$ cat config.mk
export PLATFORM = sky130hd
export DESIGN_NAME = wb_elastic_pipe_reg
export DESIGN_NICKNAME = d
export VERILOG_FILES = /design/src/rtl/mips_pipe_pkg.sv /design/src/rtl/pipe_skid_buf.sv /design/src/rtl/wb_elastic_pipe_reg.sv
export SDC_FILE = /design/constraint.sdc
export NUM_CORES = 1
export LEC_CHECK = 0
export CAP_MARGIN = 0
export CELL_PAD_IN_SITES_DETAIL_PLACEMENT = 0
export CELL_PAD_IN_SITES_GLOBAL_PLACEMENT = 1
export CORE_MARGIN = 4
export CORE_UTILIZATION = 37
export DETAILED_ROUTE_END_ITERATION = 10
export GPL_ROUTABILITY_DRIVEN = 0
export HOLD_SLACK_MARGIN = 0.12
export PLACE_DENSITY_LB_ADDON = 0.1
export SETUP_SLACK_MARGIN = 0.5
export SYNTH_ARGS = -nofsm -noshare
export SYNTH_HDL_FRONTEND = slang
export SYNTH_SLANG_ARGS = --single-unit
export TNS_END_PERCENT = 20
$ cat constraint.sdc
create_clock -name clk -period 3.9 [get_ports clk]
set_input_delay 0.39 -clock clk [delete_from_list [all_inputs] [get_ports clk]]
set_output_delay 0.39 -clock clk [all_outputs]
set_load 0.1 [all_outputs]
$ cat src/rtl/mips_pipe_pkg.sv
// Shared types for the MIPS pipeline stages: skid-buffer state encoding,
// the default-width WB payload and the hard-wired zero register index.
package mips_pipe_pkg;

    typedef enum logic [1:0] {
        ST_EMPTY = 2'd0,
        ST_ONE   = 2'd1,
        ST_FULL  = 2'd2
    } skid_state_t;

    localparam int DEF_DATA_WIDTH     = 32;
    localparam int DEF_REG_ADDR_WIDTH = 5;

    localparam int unsigned ZERO_REG = 0;

    // Field order here is the packing order used by every WB stage.
    typedef struct packed {
        logic                          reg_wr;
        logic                          mem2reg;
        logic [DEF_REG_ADDR_WIDTH-1:0] write_reg;
        logic [DEF_DATA_WIDTH-1:0]     result;
    } wb_payload_t;

endpackage

$ cat src/rtl/pipe_skid_buf.sv
// Generic 2-entry valid/ready skid buffer with synchronous flush.
// Handshake: a beat moves when valid & ready are both high on a rising edge;
// in_ready_o depends only on registered state, so downstream stalls never
// reach the upstream combinationally.
module pipe_skid_buf
    import mips_pipe_pkg::*;
#(
    parameter int W = 8
) (
    input  logic         clk,
    input  logic         reset,
    input  logic         flush_i,
    input  logic         in_valid_i,
    output logic         in_ready_o,
    input  logic [W-1:0] in_data_i,
    output logic         out_valid_o,
    input  logic         out_ready_i,
    output logic [W-1:0] out_data_o,
    output skid_state_t  state_o
);

    skid_state_t  state_q;
    logic [W-1:0] main_q;
    logic [W-1:0] skid_q;
    logic         accept;
    logic         drain;

    assign in_ready_o  = (state_q != ST_FULL) && !reset;
    assign out_valid_o = (state_q != ST_EMPTY);
    assign out_data_o  = main_q;
    assign state_o     = state_q;

    assign accept = in_valid_i && in_ready_o;
    assign drain  = out_valid_o && out_ready_i;

    always_ff @(posedge clk) begin
        if (reset) begin
            state_q <= ST_EMPTY;
            main_q  <= '0;
            skid_q  <= '0;
        end else if (flush_i) begin
            // Data is left stale; only the state marks the entries dead.
            state_q <= ST_EMPTY;
        end else begin
            case (state_q)
                ST_EMPTY: begin
                    if (accept) begin
                        main_q  <= in_data_i;
                        state_q <= ST_ONE;
                    end
                end
                ST_ONE: begin
                    if (accept && drain) begin
                        main_q <= in_data_i;
                    end else if (accept) begin
                        skid_q  <= in_data_i;
                        state_q <= ST_FULL;
                    end else if (drain) begin
                        state_q <= ST_EMPTY;
                    end
                end
                ST_FULL: begin
                    if (drain) begin
                        main_q  <= skid_q;
                        state_q <= ST_ONE;
                    end
                end
                default: state_q <= ST_EMPTY;
            endcase
        end
    end

endmodule

$ cat src/rtl/wb_elastic_pipe_reg.sv
// MEM->WB elastic pipeline register: result select and r0 gating at capture,
// 2-entry skid buffer for backpressure. Optional stall counter: WB_STALL_CNT_EN.
module wb_elastic_pipe_reg
    import mips_pipe_pkg::*;
#(
    parameter int DATA_WIDTH     = 32,
    parameter int REG_ADDR_WIDTH = 5,
    parameter int CNT_WIDTH      = 16
) (
    input  logic                      clk,
    input  logic                      reset,
    input  logic                      flush,
    input  logic                      in_valid,
    output logic                      in_ready,
    input  logic                      reg_wr_m,
    input  logic                      mem2reg_m,
    input  logic [DATA_WIDTH-1:0]     data_m,
    input  logic [REG_ADDR_WIDTH-1:0] write_reg_m,
    input  logic [DATA_WIDTH-1:0]     alu_result_m,
    output logic                      out_valid,
    input  logic                      out_ready,
    output logic                      reg_wr_w,
    output logic                      mem2reg_w,
    output logic [REG_ADDR_WIDTH-1:0] write_reg_w,
    output logic [DATA_WIDTH-1:0]     result_w,
`ifdef WB_STALL_CNT_EN
    output logic [CNT_WIDTH-1:0]      stall_cnt,
`endif
    output skid_state_t               dbg_state
);

    typedef struct packed {
        logic                      reg_wr;
        logic                      mem2reg;
        logic [REG_ADDR_WIDTH-1:0] write_reg;
        logic [DATA_WIDTH-1:0]     result;
    } payload_t;

    payload_t cap_d;
    payload_t main_view;

    // Result is selected before the flop so result_w is a direct flop output.
    always_comb begin
        cap_d           = '0;
        cap_d.reg_wr    = reg_wr_m && (write_reg_m != REG_ADDR_WIDTH'(ZERO_REG));
        cap_d.mem2reg   = mem2reg_m;
        cap_d.write_reg = write_reg_m;
        cap_d.result    = mem2reg_m ? data_m : alu_result_m;
    end

    pipe_skid_buf #(
        .W($bits(payload_t))
    ) u_skid (
        .clk        (clk),
        .reset      (reset),
        .flush_i    (flush),
        .in_valid_i (in_valid),
        .in_ready_o (in_ready),
        .in_data_i  (cap_d),
        .out_valid_o(out_valid),
        .out_ready_i(out_ready),
        .out_data_o (main_view),
        .state_o    (dbg_state)
    );

    assign reg_wr_w    = main_view.reg_wr && out_valid;
    assign mem2reg_w   = main_view.mem2reg;
    assign write_reg_w = main_view.write_reg;
    assign result_w    = main_view.result;

`ifdef WB_STALL_CNT_EN
    logic [CNT_WIDTH-1:0] stall_cnt_q;
    logic [CNT_WIDTH-1:0] stall_cnt_d;

    // Saturating; flush deliberately leaves the count alone.
    always_comb begin
        stall_cnt_d = stall_cnt_q;
        if (out_valid && !out_ready && (stall_cnt_q != {CNT_WIDTH{1'b1}})) begin
            stall_cnt_d = stall_cnt_q + CNT_WIDTH'(1);
        end
    end

    always_ff @(posedge clk) begin
        if (reset) begin
            stall_cnt_q <= '0;
        end else begin
            stall_cnt_q <= stall_cnt_d;
        end
    end

    assign stall_cnt = stall_cnt_q;
`endif

endmodule

==> impl_metrics.json <==
{
  "grt_pass1_wl_mm": 14.6,
  "final_nets": 573,
  "grt_pass1_vias": 3015,
  "comb_power_share_pct": 20.2,
  "die_h_um": 109,
  "postCtsHoldBufs": 0,
  "area_growth_pct": 29.2,
  "nFillCells": 990,
  "ys_ff_latch": 80,
  "power_density_nw_per_um2": 366,
  "fin_skew_ns": 0.00746,
  "grt_usage_pct": 15.3,
  "h-tree-depth": 3,
  "die_w_um": 109,
  "p_sw_uw": 527,
  "start_kind": "register",
  "timing.rr.end": "u_skid.skid_q[9]",
  "clock_path_buffers": 2,
  "whs_endpoint": "u_skid.skid_q[35]",
  "syn_nets": 512,
  "start_util_pct": 38.4,
  "synth_top_area_share_pct": 42.1,
  "antenna_found_initial": 0,
  "slew_headroom_pct": 32.5,
  "path_class": "register to primary output",
  "whs_ns": 0.413,
  "timing.fmax_mhz": 379,
  "routed_wl_mm": 9.17,
  "reg2reg_from": "u_skid.state_o[0]",
  "dp.final_hpwl_mm": 6.06,
  "netlist_area_um2": 3800,
  "endpoint_kind": "primary output",
  "boundaryPins": 119,
  "ff2ff_setup_slack_ns": 1.68,
  "worst_slew_pin_slew_ns": 1.01,
  "cp_max_fo": 8,
  "rows": 36,
  "clkTransAtPathRegs_ns": 0.08,
  "die-area_um2": 12000,
  "yosys_warnings": 0,
  "r2r_cells": 5,
  "numCtsBuffers": 9,
  "antenna_cells": 0,
  "portBuffers": 118,
  "wl_per_cell_um": 14.4,
  "drv_slew": 0,
  "crit_required_ns": 3.51,
  "async_flop_share_pct": 0,
  "syn_avg_cell_area_um2": 8.72,
  "post_cts_resize_count": 0,
  "syn_inst": 436,
  "synth_top_area_cell": "dfxtp_1",
  "power.leakage_nw": 1.80,
  "synth_edf_count": 0,
  "p_int_mw": 1.27,
  "drc_errors": 0,
  "worstHoldPathType": "input port to register",
  "ant_nets": 0,
  "seq_area_frac_synth_pct": 42.1,
  "power_frac_seq_pct": 47.2,
  "hp-start": "reset",
  "synth.distinct_cells": 27,
  "grt_start_max_net_pins": 68,
  "vias": 3168,
  "finalSetupViolCount": 0,
  "ys.flop_type": "dfxtp_1",
  "insertion_delay_ns": 0.34,
  "drv_cap": 0,
  "core_area_um2": 9910,
  "netSwitchingFraction_pct": 29.3,
  "clock-root-buffer": "clkbuf_8",
  "drive_above_1_share_pct": 5.98,
  "hold_viol_final": 0,
  "fin_crit_sh_pct": 67.7,
  "first_iter_violations": 80,
  "viasPerCell": 4.99,
  "clkPwrFrac_pct": 32.7,
  "whs_path_depth": 2,
  "tritoncts": "yes",
  "grt_setup_unrepaired": "false",
  "grt_overflow_total": 0,
  "cts_sinks": 80,
  "status": "finished, final reports clean",
  "first_pass_iters": 4,
  "fin_setup_tns_ns": 0,
  "synth_area_leaders": "dfxtp_1 42%, mux2i_1 12%, buf_4 7.3%",
  "irDropWorstVdd_v": 0.000207,
  "cp_data_arrival_time_ns": 2.25,
  "min_period_ns": 2.64,
  "cts_setup_buffers": 0
}
==> cell usage in the layout (no fill, tap or decap), drive strengths merged, types with 2 or more instances in the layout <==
cell type and instances:
clkdlybuf4s50 115, dfxtp 80, nand2 66, nor2 47, mux2i 46, a211oi 38, a21oi 34, o211ai 32
clkbuf 11, buf 8, clkinvlp 3, nand2b 3, or2 2, and2 2, nor2b 2
==> layout make-up <==
type	instances	area, µm²	area share, %
Timing Repair Buffer	123	1210	24.6
Clock inverter	5	57.6	1.17
Multi-Input combinational cell	283	1750	35.6
Tap cell	133	166	3.39
Sequential cell	80	1600	32.6
Clock buffer	11	131	2.67
==> power groups by stage <==
stage,clock (mW),sequential [mW],combinational (mW)
final,0.587,0.847,0.362
after global routing,0.645,0.850,0.386
after CTS,0.612,0.848,0.367
after detailed placement,0,0.867,0.365
after global placement,0,0.867,0.363
after floorplan,0,0.872,0.248
==> cells in the mapped netlist, drive strengths merged (2+ instances only) <==
cell type	count
nor2b	2
nor2	47
a211oi	38
buf	52
or2	2
mux2i	46
and2	2
nand2	66
dfxtp	80
a21oi	34
o211ai	32
clkbuf	21
nand2b	3
==> how the worst max path moves through the flow <==
stage / start / end / slack, ns / depth (start not counted)
after floorplan: u_skid.state_o[0] / in_ready / 0.89 / 4
after global placement: out_ready / u_skid.skid_q[8] / 1.23 / 6
after detailed placement: out_ready / u_skid.skid_q[24] / 1.15 / 6
after CTS: u_skid.state_o[1] / reg_wr_w / 1.24 / 3
after global routing: u_skid.state_o[1] / reg_wr_w / 1.20 / 3
final: u_skid.state_o[1] / reg_wr_w / 1.26 / 3
==> cell families (layout without fill, tap and decap cells) <==
family | Yosys count | after routing | share of synthesized area, %
compound gates | 110 | 110 | 20.2
simple gates | 127 | 127 | 13.6
mux | 46 | 46 | 12.1
buf+inv | 73 | 139 | 12.0
flops | 80 | 80 | 42.1
==> metal layers <==
layer	part of all wire (%)	GRT usage, %	wire length [µm]	up-vias
li1	-	-	-	1613
met1	45	19.3	4130	1470
met5	0	0	0	-
met2	47	25.9	4330	76
met3	6.6	3.88	603	9
met4	1.2	4.27	106	0
==> state kept, by name (all words and copies together) (netlist names) <==
register           flops
u_skid.out_data_o     39
u_skid.skid_q         39
u_skid.state_o         2
==> per-stage QoR <==
stage               util (%)  setup WS (ns)  std cells  total power, mW  instance area (µm²)
floorplan                  -          0.886        436             1.12                 3800
global placement        47.7           1.23        619             1.23                 4720
detailed placement      47.7           1.15        619             1.23                 4720
CTS                     49.6           1.24        635             1.83                 4910
global route            49.6           1.20        635             1.88                 4910
finish                  49.6           1.26        635             1.80                 4910
==> critical path, stage by stage, from the launching register on <==
cell and delay (ns):
dfxtp_1 0.48, or2_2 0.18, and2_1 0.12, clkdlybuf4s50_1 1.13
Power figures use the tool's default switching activity.
